==> config.mk <==
export PLATFORM = sky130hd
export DESIGN_NAME = i2s_tdm_tx
export DESIGN_NICKNAME = d
export VERILOG_FILES = /design/src/rtl/i2s_tdm_tx.sv
export SDC_FILE = /design/constraint.sdc
export NUM_CORES = 1
export LEC_CHECK = 0
export CAP_MARGIN = 0
export CORE_ASPECT_RATIO = 2
export CORE_MARGIN = 2
export CORE_UTILIZATION = 40
export CTS_BUF_LIST = sky130_fd_sc_hd__clkbuf_16
export CTS_CLUSTER_DIAMETER = 30
export DETAILED_ROUTE_END_ITERATION = 7
export HOLD_SLACK_MARGIN = 0.1
export PLACE_DENSITY = 0.66
export SKIP_CTS_REPAIR_TIMING = 1
export SLEW_MARGIN = 25
export SYNTH_ARGS = -nofsm -noshare
export SYNTH_HDL_FRONTEND = slang
export SYNTH_SLANG_ARGS = --single-unit
==> constraint.sdc <==
create_clock -name clk_in -period 5.6 [get_ports clk_in]
set_input_delay 1.4 -clock clk_in [delete_from_list [all_inputs] [get_ports clk_in]]
set_output_delay 1.4 -clock clk_in [all_outputs]
set_load 0.01 [all_outputs]
==> src/rtl/i2s_tdm_tx.sv <==
// I2S / left-justified / TDM audio serialiser with a one-frame holding buffer.
// BCLK, WS and SD are all generated from clk_in by an internal divider.
module i2s_tdm_tx #(
  parameter int unsigned SAMPLE_W = 16,
  parameter int unsigned SLOT_W   = 16,
  parameter int unsigned CHANNELS = 2,
  parameter int unsigned BCLK_DIV = 4
) (
  input  logic                         clk_in,
  input  logic                         reset_in,
  input  logic                         enable_in,
  input  logic                         mode_in,
  input  logic [CHANNELS*SAMPLE_W-1:0] sample_in,
  input  logic                         sample_valid_in,
  output logic                         sample_ready_out,
  output logic                         i2s_bclk_out,
  output logic                         i2s_ws_out,
  output logic                         i2s_d_out,
  output logic                         frame_start_out,
  output logic                         underrun_out
);

  localparam int unsigned FRAME = CHANNELS * SLOT_W;
  localparam int unsigned CW    = $clog2(BCLK_DIV);
  localparam int unsigned PW    = $clog2(FRAME);
  localparam logic [CW-1:0] CNT_LAST = CW'(BCLK_DIV - 1);
  localparam logic [CW-1:0] CNT_HALF = CW'(BCLK_DIV / 2);
  localparam logic [PW-1:0] P_LAST   = PW'(FRAME - 1);

  typedef enum logic [1:0] {ST_IDLE, ST_RUN, ST_STOP} state_t;

  state_t                        state_q, state_d;
  logic [CW-1:0]                 cnt_q, cnt_d;
  logic [PW-1:0]                 p_q, p_d;
  logic [FRAME-1:0]              shift_q, shift_d;
  logic                          mode_q, mode_d;
  logic [CHANNELS*SAMPLE_W-1:0]  buf_q, buf_d;
  logic                          buf_full_q, buf_full_d;
  logic                          bclk_q, bclk_d;
  logic                          ws_q, ws_d;
  logic                          d_q, d_d;
  logic                          fs_q, fs_d;
  logic                          ur_q, ur_d;

  logic [FRAME-1:0] frame_vec;
  logic [PW-1:0]    q_ws;
  logic             frame_end, start, accept, adv;

  always_comb begin
    state_d    = state_q;
    cnt_d      = cnt_q;
    p_d        = p_q;
    shift_d    = shift_q;
    mode_d     = mode_q;
    buf_d      = buf_q;
    buf_full_d = buf_full_q;
    ws_d       = ws_q;
    d_d        = d_q;
    adv        = 1'b0;
    q_ws       = '0;

    // Slot 0 occupies the frame MSBs; sample sits at the top of its slot.
    frame_vec = '0;
    for (int unsigned c = 0; c < CHANNELS; c++) begin
      frame_vec[FRAME-1-c*SLOT_W -: SAMPLE_W] = buf_q[c*SAMPLE_W +: SAMPLE_W];
    end

    frame_end = (state_q != ST_IDLE) && (cnt_q == CNT_LAST) && (p_q == P_LAST);
    start     = enable_in && ((state_q == ST_IDLE) || frame_end);
    accept    = sample_valid_in && !buf_full_q;
    fs_d      = start;
    ur_d      = start && !buf_full_q;

    if (accept) begin
      buf_d      = sample_in;
      buf_full_d = 1'b1;
    end else if (start && buf_full_q) begin
      buf_full_d = 1'b0;
    end

    case (state_q)
      ST_IDLE: state_d = enable_in ? ST_RUN : ST_IDLE;
      default: begin
        if (enable_in)      state_d = ST_RUN;
        else if (frame_end) state_d = ST_IDLE;
        else                state_d = ST_STOP;
      end
    endcase

    if (start) begin
      cnt_d   = '0;
      p_d     = '0;
      mode_d  = mode_in;
      shift_d = buf_full_q ? frame_vec : '0;
      adv     = 1'b1;
    end else if (state_d == ST_IDLE) begin
      cnt_d = '0;
      p_d   = '0;
      ws_d  = 1'b0;
      d_d   = 1'b0;
    end else if (cnt_q == CNT_LAST) begin
      cnt_d   = '0;
      p_d     = p_q + PW'(1);
      shift_d = shift_q << 1;
      adv     = 1'b1;
    end else begin
      cnt_d = cnt_q + CW'(1);
    end

    // I2S mode looks one bit ahead so WS leads the slot MSB by one BCLK.
    if (adv) begin
      d_d  = shift_d[FRAME-1];
      q_ws = mode_d ? p_d : ((p_d == P_LAST) ? '0 : p_d + PW'(1));
      ws_d = (CHANNELS > 2) ? (q_ws == '0) : (q_ws >= PW'(SLOT_W));
    end

    bclk_d = (cnt_d >= CNT_HALF);
  end

  always_ff @(posedge clk_in) begin
    if (reset_in) begin
      state_q    <= ST_IDLE;
      cnt_q      <= '0;
      p_q        <= '0;
      shift_q    <= '0;
      mode_q     <= 1'b0;
      buf_q      <= '0;
      buf_full_q <= 1'b0;
      bclk_q     <= 1'b0;
      ws_q       <= 1'b0;
      d_q        <= 1'b0;
      fs_q       <= 1'b0;
      ur_q       <= 1'b0;
    end else begin
      state_q    <= state_d;
      cnt_q      <= cnt_d;
      p_q        <= p_d;
      shift_q    <= shift_d;
      mode_q     <= mode_d;
      buf_q      <= buf_d;
      buf_full_q <= buf_full_d;
      bclk_q     <= bclk_d;
      ws_q       <= ws_d;
      d_q        <= d_d;
      fs_q       <= fs_d;
      ur_q       <= ur_d;
    end
  end

  assign sample_ready_out = ~buf_full_q;
  assign i2s_bclk_out     = bclk_q;
  assign i2s_ws_out       = ws_q;
  assign i2s_d_out        = d_q;
  assign frame_start_out  = fs_q;
  assign underrun_out     = ur_q;

endmodule
Yosys cells after proc, flatten, opt, wreduce, memory -nomap -nowiden
Index checks and enable logic that the tools add are counted.
{ "word_totals": {"regBits": 80, "latchBits": 0, "ramBits": 0, "romBits": 0, "out_inout_bits": 6, "n_memories": 0} }
{ "op_classes": {"n_addsub": 3, "n_mul": 0, "div_mod_pow": 0, "order_cmp": 2, "eq_ne": 5, "shift": 0, "mux": 26, "n_bitwise": 1, "n_reduce_logical": 16} }
{ "op_table": {"columns": ["operator", "count"], "rows": [
  ["two-way mux 32 bit", 4],
  ["two-way mux 5 bit", 5],
  ["two-way mux 2 bit", 6],
  ["two-way mux 1 bit", 11],
  ["adder 5 x 1 -> 5 bit, second input constant", 2],
  ["== test 5 bit, second input constant", 2],
  ["nonzero test 2 bit", 4],
  ["logical AND 1 bit", 6],
  ["greater-or-equal comparator 5 bit, second input constant", 1],
  ["logical NOT 2 bit", 2],
  ["AND reduction 2 bit", 2],
  ["adder 2 x 1 -> 2 bit, second input constant", 1],
  ["== test 2 bit, second input constant", 1],
  ["greater-or-equal comparator 2 bit, second input constant", 1],
  ["inequality test 2 x 1 -> 1 bit, second input constant", 1],
  ["inequality test 2 bit, second input constant", 1],
  ["logical NOT 1 bit", 1],
  ["logical OR 1 bit", 1],
  ["NOT 1 bit", 1]
]} }

Logic depth before layout (Yosys ltp)
{ "logic_depth": {"ltp_word": 14, "ltp_mapped": 9, "ltp_nobuf": 8} }

Least setup slack after synthesis
OpenSTA, ideal clock, no wires.
{ "synth_path": {"path_type": "input port to flip-flop", "start": "input port enable_in", "end": "register shift_q[1]", "setup_ns": 0.091, "t_arrival_ns": 2.340, "t_required_ns": 5.509, "setup_slack_ns": 3.169, "path_stages": 6, "n_path_buf": 3, "cell_sequence": "clkbuf_1 > and2_1 > buf_4 > buf_6 > nand3_1 > a311oi_1"} }
{ "synth_between": {"elab_chain_cells": 5, "elab_cells_between_ends": 9, "cone_classes": "eq/ne: 1; mux: 4; reduce/logical: 4"} }
{ "synth_lines": {"columns": ["element", "line", "text"], "rows": [
  ["start, declared", "11", "input logic enable_in,"],
  ["two-way mux 2 bit or two-way mux 1 bit (tied branches)", "84, 82", null],
  ["two-way mux 2 bit", "81", "case (state_q)"],
  ["logical NOT 2 bit", "96", "end else if (state_d == ST_IDLE) begin"],
  ["inequality test 2 bit (no source line)", null, null],
  ["AND reduction 2 bit (no source line)", null, null],
  ["end signal, assigned", "138", "shift_q <= shift_d;"],
  ["end, declared", "35", "logic [FRAME-1:0] shift_q, shift_d;"]
]} }
Several ways; a longest one is shown, not always the timed one.
A chain may end at the register's enable or synchronous reset.

Final worst setup path
{ "layout_path": {"start": "input port enable_in", "end": "register ws_q, in the netlist i2s_ws_out"} }
{ "layout_between": {"elab_chain_cells": 10, "elab_cells_between_ends": 19, "cone_classes": "add/sub: 1; order compare: 1; eq/ne: 2; mux: 11; reduce/logical: 4"} }
{ "layout_lines": {"columns": ["element", "line", "text"], "rows": [
  ["two-way mux 2 bit or two-way mux 1 bit (tied branches)", "84, 82", null],
  ["two-way mux 2 bit", "81", null],
  ["logical NOT 2 bit", "96", null],
  ["two-way mux 5 bit", "96", null],
  ["two-way mux 5 bit", "90", "if (start) begin"],
  ["adder 5 x 1 -> 5 bit or == test 5 bit (tied branches)", "113", "q_ws = mode_d ? p_d : ((p_d == P_LAST) ? '0 : p_d + PW'(1));"],
  ["two-way mux 5 bit (2 in a row)", "113", null],
  ["greater-or-equal comparator 5 bit", "114", "ws_d = (CHANNELS > 2) ? (q_ws == '0) : (q_ws >= PW'(SLOT_W));"],
  ["two-way mux 1 bit", "111", "if (adv) begin"],
  ["end signal, assigned", "143", "ws_q <= ws_d;"],
  ["end, declared", "40", "logic ws_q, ws_d;"]
]} }
Several ways; a longest one is shown, not always the timed one.

==> flow_metrics.tcl <==
set metrics [dict create \
    final_util_pct 49.6 \
    ys.flop_type "dfxtp_1" \
    area_growth_pct 21.6 \
    pwr-share-seq_pct 47.2 \
    grtUsageTotal_pct 17.2 \
    row_count 46 \
    syn_avg_cell_area_sq_um 8.10 \
    detail_route.wirelength_um 6810 \
    p_comb_share_pct 10.8 \
    antenna_cells 0 \
    rrSetupSlack_ps 3090 \
    syn_inst 397 \
    switching_share_pct 23.9 \
    maxCapViolCount 0 \
    clkSlewWorstSetupHoldPaths_ps 60 \
    nets 459 \
    synth-seq-cells 79 \
    min_period_ps 2990 \
    ir_worst_vdd_mv 0.164 \
    core_sq_mm 0.00789 \
    cts.sinks 79 \
    grt_pass1_wl_um 11600 \
    slowest_delay_ps 660 \
    hold_viol 0 \
    cts-root-buf "clkbuf_16" \
    syn_area_sq_mm 0.00321 \
    syn_nets 437 \
    p_per_area_mw_per_mm2 335 \
    rsz0062_at_grt "false" \
    period_share_pct 53.5 \
    tightest_slew_ps 751 \
    insertion_delay_ps 330 \
    grt_pass1_vias 2683 \
    dp.final_hpwl_um 4290 \
    pwr-share-clk_pct 41.9 \
    start_kind "input pin" \
    die_w_um 67.4 \
    cp.required_ps 5870 \
    crit_arrival_ps 3270 \
    initial_core_util_pct 40.8 \
    ys_types 39 \
    crit_fanout 63 \
    p_switching_mw 0.313 \
    status "finished clean" \
    seq_area_frac_synth_pct 49.2 \
    synth-async-reset-ratio_pct 0 \
    worst_path_max_delay_cell "clkdlybuf4s50_1" \
    end_kind "flop" \
    cts_made_buffers 9 \
    wl_per_cell_um 13.1 \
    critPathKind "input pin to flop" \
    grt_max_degree 76 \
    io_buffers 42 \
    hold_class "flop to flop" \
    synth_edf_count 0 \
    grt-ovfl-total 0 \
    cts_buffer_depth 2 \
    htree_num_levels 3 \
    tns_ps 0 \
    p_leak_nw 1.39 \
    final_layout_size_suffix_gt1_share_pct 5.66 \
    fmax_ghz 0.334 \
    via_count 2773 \
    ios 43 \
    post-route-drc-count 0 \
    yosysWarnings 0 \
    antenna_found_initial 0 \
    die_area_sq_mm 0.00881 \
    maxSlewHeadroom_pct 49.9 \
    internal_power_mw 0.997 \
    ant_nets 0 \
    worstPathCellList "clkdlybuf4s50_1, o22a_4, o2111ai_1, mux2_2, nand2_1" \
    viasPerCell 5.33 \
    drt_iter0_drc 131 \
    fp.dieH_um 131 \
    drtPass1Iterations 4 \
    gp_congestion 0.776 \
    setup_viol_count_final 0 \
    fin_skew_ps 6.78 \
    p_total_mw 1.31 \
    final_max_slew_viol_count 0 \
    cts_tree "done" \
]
layout make-up:
type | count | area [sq um]
Multi-Input combinational cell | 280 | 1470
Timing Repair Buffer | 46 | 445
Inverter | 3 | 11.3
Tap cell | 96 | 120
Clock buffer | 9 | 225
Sequential cell | 79 | 1580
Clock inverter | 7 | 56.3
Fill cell | 782 | 3980
registers in the layout (all words and copies together) (netlist names):
name and count:
buf_q 32, shift_q 32, p_q 5, cnt_q 2
state_q 2, buf_full_q 1, frame_start_out 1, i2s_d_out 1
i2s_ws_out 1, mode_q 1, underrun_out 1
power by group through the flow:
| stage | Sequential, mW | Clock, mW | Combinational (mW) |
|---|---|---|---|
| after floorplan | 0.625 | 0 | 0.0993 |
| after global placement | 0.630 | 0 | 0.140 |
| after detailed placement | 0.631 | 0 | 0.142 |
| after CTS | 0.619 | 0.559 | 0.143 |
| after global routing | 0.624 | 0.580 | 0.161 |
| final | 0.619 | 0.549 | 0.142 |
worst paths after layout:
path,from,end,cells after the start
setup / recovery,enable_in,i2s_ws_out$_SDFFE_PP0P_,5
hold / removal,cnt_q[0]$_SDFF_PP0_,cnt_q[0]$_SDFF_PP0_,1
hold reg to reg,cnt_q[0]$_SDFF_PP0_,cnt_q[0]$_SDFF_PP0_,1
setup reg to reg,p_q[0]$_SDFF_PP0_,i2s_ws_out$_SDFFE_PP0P_,8
per-stage QoR:
step / cells / hold WS (ps) / setup WS, ps / cell area [sq um]
after detailed placement: 504 / 427 / 1980 / 3610
after global routing: 520 / 477 / 2490 / 3910
after floorplan: 397 / 402 / 3170 / 3210
after CTS: 520 / 435 / 2320 / 3900
after global placement: 504 / 411 / 2110 / 3610
final: 520 / 433 / 2610 / 3910
Yosys cell counts (2+ instances only):
| cell | number | share of area, % |
|---|---|---|
| buf_2 | 6 | 0.93 |
| inv_1 | 3 | 0.35 |
| nand3_1 | 32 | 5.0 |
| a311oi_1 | 30 | 8.2 |
| ha_1 | 3 | 1.2 |
| dfxtp_1 | 79 | 49 |
| nand2b_1 | 5 | 0.97 |
| o21ai_0 | 3 | 0.47 |
| clkbuf_1 | 23 | 2.7 |
| buf_4 | 2 | 0.47 |
| a21oi_1 | 36 | 5.6 |
| xnor2_1 | 2 | 0.55 |
| buf_6 | 3 | 1.1 |
| nor2_1 | 39 | 4.6 |
| nor2b_1 | 7 | 1.4 |
| nor3_1 | 2 | 0.31 |
| nand4_1 | 2 | 0.39 |
| nand2_1 | 99 | 12 |
critical path: cells and delay by family:
kind / cells / cell delay (ps)
AOI/OAI and AO/OA: 2 / 820
buffers and inverters: 1 / 660
and+or+nand+nor: 1 / 60
muxes: 1 / 320
cells by family after synthesis:
| kind of cell | after synthesis | synth area share, % |
|---|---|---|
| AND/OR/NAND/NOR | 190 | 25.0 |
| AO/OA/AOI/OAI | 82 | 17.5 |
| flip-flops | 79 | 49.2 |
| buffers and inverters | 38 | 5.60 |
| multiplexers | 3 | 1.01 |
| adder cells (fa/ha/maj) | 3 | 1.17 |
| XOR/XNOR | 2 | 0.545 |
metal layers:
metal  vias up  wire length [um]  global-route usage (%)
met2        49              3530                    29.8
met4         0               252                    11.4
met3        17               210                    3.00
met5         -                 0                       0
met1      1296              2820                    18.4
li1       1411                 -                       -
cell usage in the layout, fill, tap and decap left out, types with 2 or more instances in the layout:
cell and count:
xnor2_1 2, nor2_1 39, nor3_1 2, a21oi_1 36, nand4_1 2, inv_1 5
dfxtp_1 79, o21ai_0 3, nand2_2 2, nand2b_1 5, nand2_1 97, clkinv_2 3
buf_4 4, nand3_1 32, a311oi_1 30, clkbuf_16 9, clkdlybuf4s50_1 41, ha_1 3
nor2b_1 6
Note: power is estimated with default switching activity, not from simulation.
